File: src/rtl/calc_pkg.sv
// Shared definitions for the calculator controller: key codes, ALU op codes,
// controller states and key classification helpers.
package calc_pkg;

    localparam int unsigned MAX_VAL_DEF = 9999;

    localparam logic [3:0] KEY_ADD = 4'hA;
    localparam logic [3:0] KEY_SUB = 4'hB;
    localparam logic [3:0] KEY_MUL = 4'hC;
    localparam logic [3:0] KEY_NOP = 4'hD;
    localparam logic [3:0] KEY_EQ  = 4'hE;
    localparam logic [3:0] KEY_CLR = 4'hF;

    typedef enum logic [1:0] {
        OP_ADD = 2'b00,
        OP_SUB = 2'b01,
        OP_MUL = 2'b10
    } op_e;

    typedef enum logic [2:0] {
        S_IDLE,
        S_OPA,
        S_OPW,
        S_OPB,
        S_EXEC,
        S_SHOW,
        S_ERR
    } state_e;

    typedef enum logic [2:0] {
        K_NONE,
        K_DIGIT,
        K_OPER,
        K_EQ,
        K_CLR
    } key_cls_e;

    function automatic key_cls_e key_class(input logic [3:0] k);
        if (k <= 4'd9) return K_DIGIT;
        case (k)
            KEY_ADD, KEY_SUB, KEY_MUL: return K_OPER;
            KEY_EQ:                    return K_EQ;
            KEY_CLR:                   return K_CLR;
            KEY_NOP:                   return K_NONE;
            default:                   return K_NONE;
        endcase
    endfunction

    function automatic op_e key_op(input logic [3:0] k);
        case (k)
            KEY_SUB: return OP_SUB;
            KEY_MUL: return OP_MUL;
            default: return OP_ADD;
        endcase
    endfunction

endpackage

File: src/rtl/calc_ctrl_if.sv
// Keypad, shared-ALU and display signals of the calculator controller.
interface calc_ctrl_if #(
    parameter int unsigned W = 16
);
    logic         key_vld;
    logic [3:0]   key_code;
    logic         key_rdy;
    logic         alu_start;
    logic [1:0]   alu_op;
    logic [W-1:0] opa;
    logic [W-1:0] opb;
    logic         alu_done;
    logic [W-1:0] alu_res;
    logic         alu_err;
    logic [W-1:0] disp;
    logic         err;

    modport master (
        input  key_vld, key_code, alu_done, alu_res, alu_err,
        output key_rdy, alu_start, alu_op, opa, opb, disp, err
    );

    modport slave (
        output key_vld, key_code, alu_done, alu_res, alu_err,
        input  key_rdy, alu_start, alu_op, opa, opb, disp, err
    );
endinterface

File: src/rtl/calc_ctrl_digit_acc.sv
// Decimal entry accumulator: load a first digit, shift in further digits
// while the value stays within MAX_VAL, or clear.
module digit_acc
    import calc_pkg::*;
#(
    parameter int unsigned W       = 16,
    parameter int unsigned MAX_VAL = MAX_VAL_DEF
) (
    input  logic         clk,
    input  logic         rst_n,
    input  logic         clr_i,
    input  logic         load_i,
    input  logic         shift_i,
    input  logic [3:0]   digit_i,
    output logic [W-1:0] entry_o
);

    logic [W-1:0] entry_q, entry_d;
    logic [W+3:0] shifted;

    always_comb begin
        shifted = ({4'd0, entry_q} * (W+4)'(10)) + (W+4)'(digit_i);
        entry_d = entry_q;
        if (clr_i) begin
            entry_d = '0;
        end else if (load_i) begin
            entry_d = W'(digit_i);
        end else if (shift_i && (shifted <= (W+4)'(MAX_VAL))) begin
            // A digit that would overflow MAX_VAL is dropped, value kept.
            entry_d = shifted[W-1:0];
        end
    end

    always_ff @(posedge clk or negedge rst_n) begin
        if (!rst_n) entry_q <= '0;
        else        entry_q <= entry_d;
    end

    assign entry_o = entry_q;

endmodule

File: src/rtl/calc_ctrl.sv
// Calculator key-sequence controller: collects operands from a keypad,
// drives a shared multi-cycle ALU with chaining, timeout and error handling.
module calc_ctrl
    import calc_pkg::*;
#(
    parameter int unsigned W       = 16,
    parameter int unsigned MAX_VAL = MAX_VAL_DEF,
    parameter int unsigned TMO     = 255
) (
    input  logic      clk,
    input  logic      rst_n,
    calc_ctrl_if.master bus
);

    localparam int unsigned TW = $clog2(TMO + 1);

    logic [1:0]   rst_sync_q;
    logic         rst_s_n;

    state_e       state_q, state_d;
    logic [TW-1:0] tmr_q, tmr_d;
    logic [W-1:0] opa_q, opa_d;
    logic [W-1:0] opb_q, opb_d;
    logic [W-1:0] res_q, res_d;
    op_e          op_q, op_d;
    op_e          pend_op_q, pend_op_d;
    logic         pend_vld_q, pend_vld_d;
    logic         start_q, start_d;

    logic         acc_clr, acc_load, acc_shift;
    logic [W-1:0] entry;
    logic         key_acc;
    key_cls_e     kcls;
    op_e          kop;
    logic         res_ok;
    logic [W-1:0] disp_d;

    // Assertion is immediate; release is delayed two clocks.
    always_ff @(posedge clk or negedge rst_n) begin
        if (!rst_n) rst_sync_q <= '0;
        else        rst_sync_q <= {rst_sync_q[0], 1'b1};
    end
    assign rst_s_n = rst_sync_q[1];

    digit_acc #(
        .W       (W),
        .MAX_VAL (MAX_VAL)
    ) u_acc (
        .clk     (clk),
        .rst_n   (rst_s_n),
        .clr_i   (acc_clr),
        .load_i  (acc_load),
        .shift_i (acc_shift),
        .digit_i (bus.key_code),
        .entry_o (entry)
    );

    always_comb begin
        state_d    = state_q;
        tmr_d      = '0;
        opa_d      = opa_q;
        opb_d      = opb_q;
        res_d      = res_q;
        op_d       = op_q;
        pend_op_d  = pend_op_q;
        pend_vld_d = pend_vld_q;
        acc_clr    = 1'b0;
        acc_load   = 1'b0;
        acc_shift  = 1'b0;
        key_acc    = bus.key_vld && (state_q != S_EXEC);
        kcls       = key_class(bus.key_code);
        kop        = key_op(bus.key_code);
        res_ok     = !bus.alu_err && (bus.alu_res <= W'(MAX_VAL));

        if (state_q == S_EXEC) begin
            if (bus.alu_done) begin
                if (!res_ok) begin
                    state_d = S_ERR;
                end else if (pend_vld_q) begin
                    opa_d      = bus.alu_res;
                    op_d       = pend_op_q;
                    pend_vld_d = 1'b0;
                    state_d    = S_OPW;
                end else begin
                    res_d   = bus.alu_res;
                    state_d = S_SHOW;
                end
            end else if (tmr_q == TW'(TMO - 1)) begin
                state_d = S_ERR;
            end else begin
                tmr_d = tmr_q + TW'(1);
            end
        end else if (key_acc) begin
            if (kcls == K_CLR) begin
                state_d    = S_IDLE;
                acc_clr    = 1'b1;
                opa_d      = '0;
                opb_d      = '0;
                res_d      = '0;
                op_d       = OP_ADD;
                pend_op_d  = OP_ADD;
                pend_vld_d = 1'b0;
            end else if (state_q != S_ERR) begin
                case (kcls)
                    K_DIGIT: begin
                        case (state_q)
                            S_IDLE, S_SHOW: begin acc_load = 1'b1; state_d = S_OPA; end
                            S_OPW:          begin acc_load = 1'b1; state_d = S_OPB; end
                            default:        acc_shift = 1'b1;
                        endcase
                    end
                    K_OPER: begin
                        case (state_q)
                            S_IDLE: begin opa_d = '0;    op_d = kop; state_d = S_OPW; end
                            S_OPA:  begin opa_d = entry; op_d = kop; state_d = S_OPW; end
                            S_SHOW: begin opa_d = res_q; op_d = kop; state_d = S_OPW; end
                            S_OPW:  op_d = kop;
                            default: begin
                                // Run the old op now; the new one waits as the chain op.
                                opb_d      = entry;
                                pend_op_d  = kop;
                                pend_vld_d = 1'b1;
                                state_d    = S_EXEC;
                            end
                        endcase
                    end
                    K_EQ: begin
                        case (state_q)
                            S_OPB: begin opb_d = entry; pend_vld_d = 1'b0; state_d = S_EXEC; end
                            S_OPW: begin opb_d = opa_q; pend_vld_d = 1'b0; state_d = S_EXEC; end
                            default: ;
                        endcase
                    end
                    default: ;
                endcase
            end
        end

        start_d = (state_d == S_EXEC) && (state_q != S_EXEC);
    end

    always_ff @(posedge clk or negedge rst_s_n) begin
        if (!rst_s_n) begin
            state_q    <= S_IDLE;
            tmr_q      <= '0;
            opa_q      <= '0;
            opb_q      <= '0;
            res_q      <= '0;
            op_q       <= OP_ADD;
            pend_op_q  <= OP_ADD;
            pend_vld_q <= 1'b0;
            start_q    <= 1'b0;
        end else begin
            state_q    <= state_d;
            tmr_q      <= tmr_d;
            opa_q      <= opa_d;
            opb_q      <= opb_d;
            res_q      <= res_d;
            op_q       <= op_d;
            pend_op_q  <= pend_op_d;
            pend_vld_q <= pend_vld_d;
            start_q    <= start_d;
        end
    end

    always_comb begin
        disp_d = '0;
        case (state_q)
            S_OPA, S_OPB, S_EXEC: disp_d = entry;
            S_OPW:                disp_d = opa_q;
            S_SHOW:               disp_d = res_q;
            default:              disp_d = '0;
        endcase
    end

    assign bus.key_rdy   = (state_q != S_EXEC);
    assign bus.alu_start = start_q;
    assign bus.alu_op    = op_q;
    assign bus.opa       = opa_q;
    assign bus.opb       = opb_q;
    assign bus.disp      = disp_d;
    assign bus.err       = (state_q == S_ERR);

endmodule

File: src/flat_wrapper.sv
// flat-port wrapper written by rule: the top's interface ports become plain ports
module calc_ctrl_flat import calc_pkg::*;
#(
    parameter int unsigned W       = 16,
    parameter int unsigned MAX_VAL = MAX_VAL_DEF,
    parameter int unsigned TMO     = 255
)
  (clk, rst_n, bus_key_vld, bus_key_code, bus_alu_done, bus_alu_res, bus_alu_err, bus_key_rdy, bus_alu_start, bus_alu_op, bus_opa, bus_opb, bus_disp, bus_err);
  calc_ctrl_if #(.W(W)) bus_i ();
  input  logic clk;
  input  logic rst_n;
  input wire logic [$bits(bus_i.key_vld)-1:0] bus_key_vld;
  input wire logic [$bits(bus_i.key_code)-1:0] bus_key_code;
  input wire logic [$bits(bus_i.alu_done)-1:0] bus_alu_done;
  input wire logic [$bits(bus_i.alu_res)-1:0] bus_alu_res;
  input wire logic [$bits(bus_i.alu_err)-1:0] bus_alu_err;
  output wire logic [$bits(bus_i.key_rdy)-1:0] bus_key_rdy;
  output wire logic [$bits(bus_i.alu_start)-1:0] bus_alu_start;
  output wire logic [$bits(bus_i.alu_op)-1:0] bus_alu_op;
  output wire logic [$bits(bus_i.opa)-1:0] bus_opa;
  output wire logic [$bits(bus_i.opb)-1:0] bus_opb;
  output wire logic [$bits(bus_i.disp)-1:0] bus_disp;
  output wire logic [$bits(bus_i.err)-1:0] bus_err;
  assign bus_i.key_vld = bus_key_vld;
  assign bus_i.key_code = bus_key_code;
  assign bus_i.alu_done = bus_alu_done;
  assign bus_i.alu_res = bus_alu_res;
  assign bus_i.alu_err = bus_alu_err;
  assign bus_key_rdy = bus_i.key_rdy;
  assign bus_alu_start = bus_i.alu_start;
  assign bus_alu_op = bus_i.alu_op;
  assign bus_opa = bus_i.opa;
  assign bus_opb = bus_i.opb;
  assign bus_disp = bus_i.disp;
  assign bus_err = bus_i.err;
  calc_ctrl #(.W(W), .MAX_VAL(MAX_VAL), .TMO(TMO)) u_core (.clk(clk), .rst_n(rst_n), .bus(bus_i));
endmodule
File: config.mk
export PLATFORM = sky130hd
export DESIGN_NAME = calc_ctrl_flat
export DESIGN_NICKNAME = d
export VERILOG_FILES = /design/src/rtl/calc_pkg.sv /design/src/rtl/calc_ctrl_if.sv /design/src/rtl/calc_ctrl_digit_acc.sv /design/src/rtl/calc_ctrl.sv /design/src/flat_wrapper.sv
export SDC_FILE = /design/constraint.sdc
export NUM_CORES = 1
export LEC_CHECK = 0
export CAP_MARGIN = 20
export CORE_UTILIZATION = 56
export DETAILED_ROUTE_END_ITERATION = 7
export GPL_TIMING_DRIVEN = 0
export HOLD_SLACK_MARGIN = 0.08
export PLACE_DENSITY = 0.81
export SLEW_MARGIN = 20
export SYNTH_ARGS = -nofsm -noshare
export SYNTH_HDL_FRONTEND = slang
export SYNTH_SLANG_ARGS = --single-unit
File: constraint.sdc
create_clock -name clk -period 3 [get_ports clk]
set_input_delay 0.6 -clock clk [delete_from_list [all_inputs] [get_ports clk]]
set_output_delay 0.6 -clock clk [all_outputs]
set_load 0.02 [all_outputs]
### After elaboration in Yosys (flattened, before gate mapping)

Cells that the tools add are included.

* output and inout bits: 53
* word-level logic and storage cells: 157
* bits in registers: 83
* input port bits: 25

* eq/ne operators: 28
* $mul: 1
* $add $sub $neg: 2
* order comparisons: 3
* muxes and demuxes: 81
* reductions and logical operators: 30
* bitwise operators: 1

Operators with widths (number)
* 2-to-1 mux 16 bit: 20
* case mux 16 bit (3 select lines): 2
* case mux 16 bit (2 select lines): 2
* 2-to-1 mux 3 bit: 11
* 2-to-1 mux 2 bit: 13
* 2-to-1 mux 1 bit: 24
* 2-to-1 mux 8 bit: 3
* AND reduction 7 bit: 3
* adder 20 x 4 -> 20 bit: 1
* equality test 4 bit, second input constant: 5
* less-or-equal comparator 20 x 14 -> 1 bit, second input constant: 1
* multiplier 16 x 3 -> 19 bit, second input constant: 1
* case mux 3 bit (3 select lines): 2
* less-or-equal comparator 16 x 14 -> 1 bit, second input constant: 1
* equality test 3 bit, second input constant: 5
* nonzero test 3 bit: 5
* equality test 3 x 2 -> 1 bit, second input constant: 4
* case mux 3 bit (2 select lines): 2
* OR reduction 3 bit: 4
* AND reduction 5 bit: 2
* adder 8 x 1 -> 8 bit, second input constant: 1
* equality test 8 bit, second input constant: 1
* inequality test 4 x 2 -> 1 bit, second input constant: 2
* nonzero test 2 bit: 4
* 18 further kinds: 27

### Longest topological paths before layout

* depth after elaboration: 14
* mapped depth: 14
* gate-level depth less buffers: 13

### Hierarchy

Synthesis repeated with hierarchy kept, for this count alone.

* cell total of the unflattened synthesis: 680
* area total of the unflattened synthesis: 6421.2 µm²

By module, submodules not included
* calc_ctrl: times used 1, cells an instance 432, area each 4135.2 µm², sequential area each 1676.6 µm²
* digit_acc: times used 1, cells an instance 248, area each 2285.9 µm², sequential area each 400.4 µm²

### Worst setup path after synthesis

OpenSTA, ideal clock, no wires.

* path type: flip-flop to flip-flop
* start point: reg u_core.u_acc.entry_q[1] (netlist: u_core.u_acc.entry_o[1])
* end point: reg u_core.u_acc.entry_q[11] (netlist: u_core.u_acc.entry_o[11])
* cell stages (with the launch flop): 14
* data required time: 2921 ps
* setup slack: -1118 ps
* arrival time: 4038 ps
* buffers on the path: 1
* path through: dfrtp_1 ha_1 ha_1 fa_1 a21o_1 a221oi_1 xnor2_1 and4_1 nand4_1 or3_4 a211oi_4 and2_4 buf_8 mux2i_1

* cells in the longest elaborated chain, start to end: 5
* elaborated cells between the ends (all ways): 8
* classes of those cells: add/sub (1); mul (1); order compare (1); mux (3); reduce/logical (2)

RTL lines
* from (decl): line calc_ctrl_digit_acc.sv:18 `logic [W-1:0] entry_q, entry_d;`
* from (signal assigned): line calc_ctrl_digit_acc.sv:36 `else entry_q <= entry_d;`
* multiplier 16 x 3 -> 19 bit (*): line calc_ctrl_digit_acc.sv:22 `shifted = ({4'd0, entry_q} * (W+4)'(10)) + (W+4)'(digit_i);`
* adder 20 x 4 -> 20 bit (*): line calc_ctrl_digit_acc.sv:22
* less-or-equal comparator 20 x 14 -> 1 bit or 2-to-1 mux 16 bit (tied branches): line calc_ctrl_digit_acc.sv:28 `end else if (shift_i && (shifted <= (W+4)'(MAX_VAL))) begin`
* logical AND 1 bit or 2-to-1 mux 16 bit (tied branches): line calc_ctrl_digit_acc.sv:28, calc_ctrl_digit_acc.sv:26
* nonzero test 3 bit (no line) or 2-to-1 mux 16 bit (tied branches)

Mark *: on every way between the ends. The rest lies on a longest branch, timed or not. The select of a mux whose other input is x is not followed.
A chain may end at the register's enable or synchronous reset.

### Worst setup path after layout

* start point: reg u_core.u_acc.entry_q[3] (netlist: u_core.u_acc.entry_o[3])
* end point: reg u_core.u_acc.entry_q[11] (netlist: u_core.u_acc.entry_o[11])

The elaborated chain is that of the path after synthesis.

==> metrics <==
Post-DRT Antenna Nets 0; Hold/Removal Path Class reg -> async; maximum buffer depth of the clock tree 2; number of flops mapped to enable cells by yosys 0; clock period minus worst slack 3.91 ns; Post-CTS Hold Fix Bufs 0; Unique masters post-synth 68; multiplexer share of the synthesized area 10.6%; leakage power summed over all cells 3.47 nW; required time of the critical path 3.29 ns; DRT Pass-1 Iters 7; Total Routed Length 18100 um; number of buffers inserted during clock tree synthesis 9; Die ar. 0.0109 mm^2; starting density of the core 57.5%; area of the multi-input gates 0.00400 mm^2; maximum achievable frequency 0.256 GHz; clock tree from TritonCTS done; Tightest Pin Transition 0.645 ns; number of nets in the final layout 839; switching power 4.05 mW; port bufs 76; via count of the first global-routing pass 5825; clock root buffer sky130_fd_sc_hd__clkbuf_8; tightest slew margin relative to the limit 57.0%; GRT Overall Usage 33.6%; crit end category flip-flop; Avg WL per Cell 19.6 um; clock latency at the later pin of the worst-skew pair 0.37 ns; initial antenna violation count 0; final HPWL from detailed placement 12300 um; sequential power share 22.4%; pin count of the biggest net entering global routing 45; commonest non-fill, non-tap cell in the layout sky130_fd_sc_hd__nand2_1; growth of design area from synthesis to finish 33.3%; number of pins with negative max-slew slack in the final report 0; storage element area 0.00210 mm^2; count of state elements after synthesis 83; predominant post-synthesis flop cell sky130_fd_sc_hd__dfrtp_1; instance count of the mapped netlist 660; violation count after the first detailed-route iteration 665; Critical Path AT 4.20 ns; Residual DRC 0; ratio of routed vias to standard cells 6.48; placed standard-cell area 0.00698 mm^2; adder-cell area share of the yosys netlist 7.70%; power after layout 8.56 mW; internal portion of total power 4.51 mW; combinational fraction of design power 66.5%; post-route cell area 0.00784 mm^2; sequential-to-total area share from yosys stat 35.3%; leading cell types in the layout, fill and taps excluded sky130_fd_sc_hd__nand2_1 (79), sky130_fd_sc_hd__dfrtp_1 (68), sky130_fd_sc_hd__clkdlybuf4s50_1 (60); post-synth design cell area 0.00588 mm^2; nature of the critical path startpoint flip-flop; complex-gate fraction of the synthesized area 21.2%; total number of H-tree levels 3; Core Footprint 0.0102 mm^2; global-route wire length before repair 29000 um; Antenna diodes 0; Chip Width 104 um; xor and xnor fraction of the mapped netlist area 3.87%; failing checks setup timing; Final Setup Violations 16; fraction of registers with async set or reset after synthesis 100%; net count after synthesis 720; IR Drop Worst-Case VDD 0.000878 V; number of filler instances in the final layout 649; combinational family with the most area after synthesis compound AO/OA/AOI/OAI gates; Syn. warnings 0; fraction of power spent switching nets 47.3%; overall die height 104 um; crit-path max FO 8; setup repair after global routing missed its margin true; global placer's final weighted congestion 0.922; Min Hold Slack 0.314 ns; Reg clk slew, reported paths 0.09 ns; outcome finished with violations; number of ports placed on the die boundary 78; power share of the clock group 11.1%; Worst Setup Slack, final -0.909 ns; Post-Synth Simple-Gate Area 16.9%; count of maximum capacitance violations 0; standard-cell row count 37; layout cell share with drive strength beyond 1 22.2%; power density normalized to cell area 1090 mW/mm^2; remaining global-route overflow 0; final hold vios 0; clock skew after layout 0.00986 ns; period utilisation layout 130%; number of vias after detailed routing 5957; WS Path Type reg -> reg; per-instance average area after synthesis 8.91 um^2; clock sink total 83
through the flow:
stage,util [%],setup TNS [ns],instances,setup slack (ns)
floorplan,-,-9.90,660,-0.698
global placement,67.8,-88.68,872,-1.28
detailed placement,68.3,-51.01,874,-1.39
CTS,75.0,-10.90,911,-0.748
global route,76.6,-15.36,920,-1.02
finish,76.6,-13.36,920,-0.909
area by class of cell:
| cell class | count | area share (%) |
|---|---|---|
| multi-input combinational | 514 | 51.1 |
| inverter | 29 | 1.50 |
| sequential | 83 | 26.8 |
| buffer | 30 | 2.09 |
| clock inverter | 5 | 1.07 |
| timing repair buffer | 112 | 13.4 |
| clock buffer | 11 | 1.93 |
| tap | 136 | 2.17 |
cell families (layout without fill, tap and decap cells):
| group | after synthesis | after routing |
|---|---|---|
| buf+inv | 63 | 187 |
| compound gates | 185 | 185 |
| simple gates | 207 | 207 |
| fa+ha+maj | 35 | 35 |
| mux | 60 | 60 |
| other cells | 1 | 1 |
| flops | 83 | 83 |
| xor+xnor | 26 | 26 |
path summary, 6_finish.rpt:
path | start | end | slack (ns) | cells after the start
hold / removal | u_core.rst_sync_q[1] | u_core.bus.alu_op[0] | 0.31 | 0
setup / recovery | u_core.u_acc.entry_o[3] | u_core.u_acc.entry_o[11] | -0.91 | 13
min in group clk | u_core.rst_sync_q[0] | u_core.rst_sync_q[1] | 0.37 | 0
hold reg to reg | u_core.rst_sync_q[1] | u_core.bus.alu_op[0] | 0.31 | 0
setup reg to reg | u_core.u_acc.entry_o[3] | u_core.u_acc.entry_o[11] | -0.91 | 13
max in group asynchronous | u_core.rst_sync_q[1] | u_core.u_acc.entry_o[9] | 2.06 | 1
per-layer routing:
layer	wire length (um)	vias up	GRT usage, %
li1	-	2661	-
met1	7190	2857	42.5
met2	8700	364	54.2
met3	1480	75	7.89
met4	707	0	16.2
met5	0	-	0
critical path: stages (launching register included):
cell	delay, ns
sky130_fd_sc_hd__dfrtp_2	0.46
sky130_fd_sc_hd__ha_4	0.23
sky130_fd_sc_hd__ha_4	0.16
sky130_fd_sc_hd__fa_2	0.37
sky130_fd_sc_hd__a21o_4	0.27
sky130_fd_sc_hd__a221oi_4	0.32
sky130_fd_sc_hd__buf_4	0.18
sky130_fd_sc_hd__o31ai_2	0.07
sky130_fd_sc_hd__a21boi_0	0.29
sky130_fd_sc_hd__xnor2_1	0.22
sky130_fd_sc_hd__or3_4	0.43
sky130_fd_sc_hd__a211oi_4	0.32
sky130_fd_sc_hd__and2_4	0.28
sky130_fd_sc_hd__mux2i_1	0.22
sequential cells by signal, summed over array words and instances (netlist names):
name,flops
u_core.bus.opa,16
u_core.bus.opb,16
u_core.res_q,16
u_core.u_acc.entry_o,16
u_core.tmr_q,8
u_core.state_q,3
u_core.bus.alu_op,2
u_core.pend_op_q,2
u_core.rst_sync_q,2
u_core.bus.alu_start,1
u_core.pend_vld_q,1
cells in the mapped netlist, types with 6 or more instances:
master                     instances  area [um^2]
sky130_fd_sc_hd__o21ai_0          57          285
sky130_fd_sc_hd__ha_1             33          413
sky130_fd_sc_hd__clkbuf_1         28          105
sky130_fd_sc_hd__inv_1            29          109
sky130_fd_sc_hd__mux2i_1          42          420
sky130_fd_sc_hd__nor3_1           10         50.1
sky130_fd_sc_hd__nand4_1           6         37.5
sky130_fd_sc_hd__o31ai_1          20          150
sky130_fd_sc_hd__nor2_1           38          143
sky130_fd_sc_hd__nand2b_1          6         37.5
sky130_fd_sc_hd__nand2_1          80          300
sky130_fd_sc_hd__a21o_1           10         75.1
sky130_fd_sc_hd__xnor2_1          16          140
sky130_fd_sc_hd__nand3_1          23          115
sky130_fd_sc_hd__a222oi_1         14          140
sky130_fd_sc_hd__dfrtp_1          83         2080
sky130_fd_sc_hd__and3_1           10         62.6
sky130_fd_sc_hd__xor2_1           10         87.6
sky130_fd_sc_hd__nor2b_1           8         50.1
sky130_fd_sc_hd__a21oi_1          34          170
sky130_fd_sc_hd__mux2_2           18          203
power by group through the flow:
stage | clock network [mW] | registers [mW] | logic [mW]
3_5_place_dp | 0 | 1.92 | 4.55
4_1_cts | 0.943 | 1.88 | 5.29
6_report | 0.948 | 1.92 | 5.69
3_3_place_gp | 0 | 1.90 | 4.39
5_1_grt | 0.992 | 1.96 | 6.07
2_1_floorplan | 0 | 2.00 | 3.04
repair_timing:
| action | CTS | global route |
|---|---|---|
| gates resized for setup | 90 | 46 |
| pin swaps | 26 | 18 |
| endpoints found under the setup margin | 60 | 57 |
| hold endpoints to repair | 0 | 0 |
| buffers inserted | 25 | 9 |
Note: power is estimated with default switching activity, not from simulation.
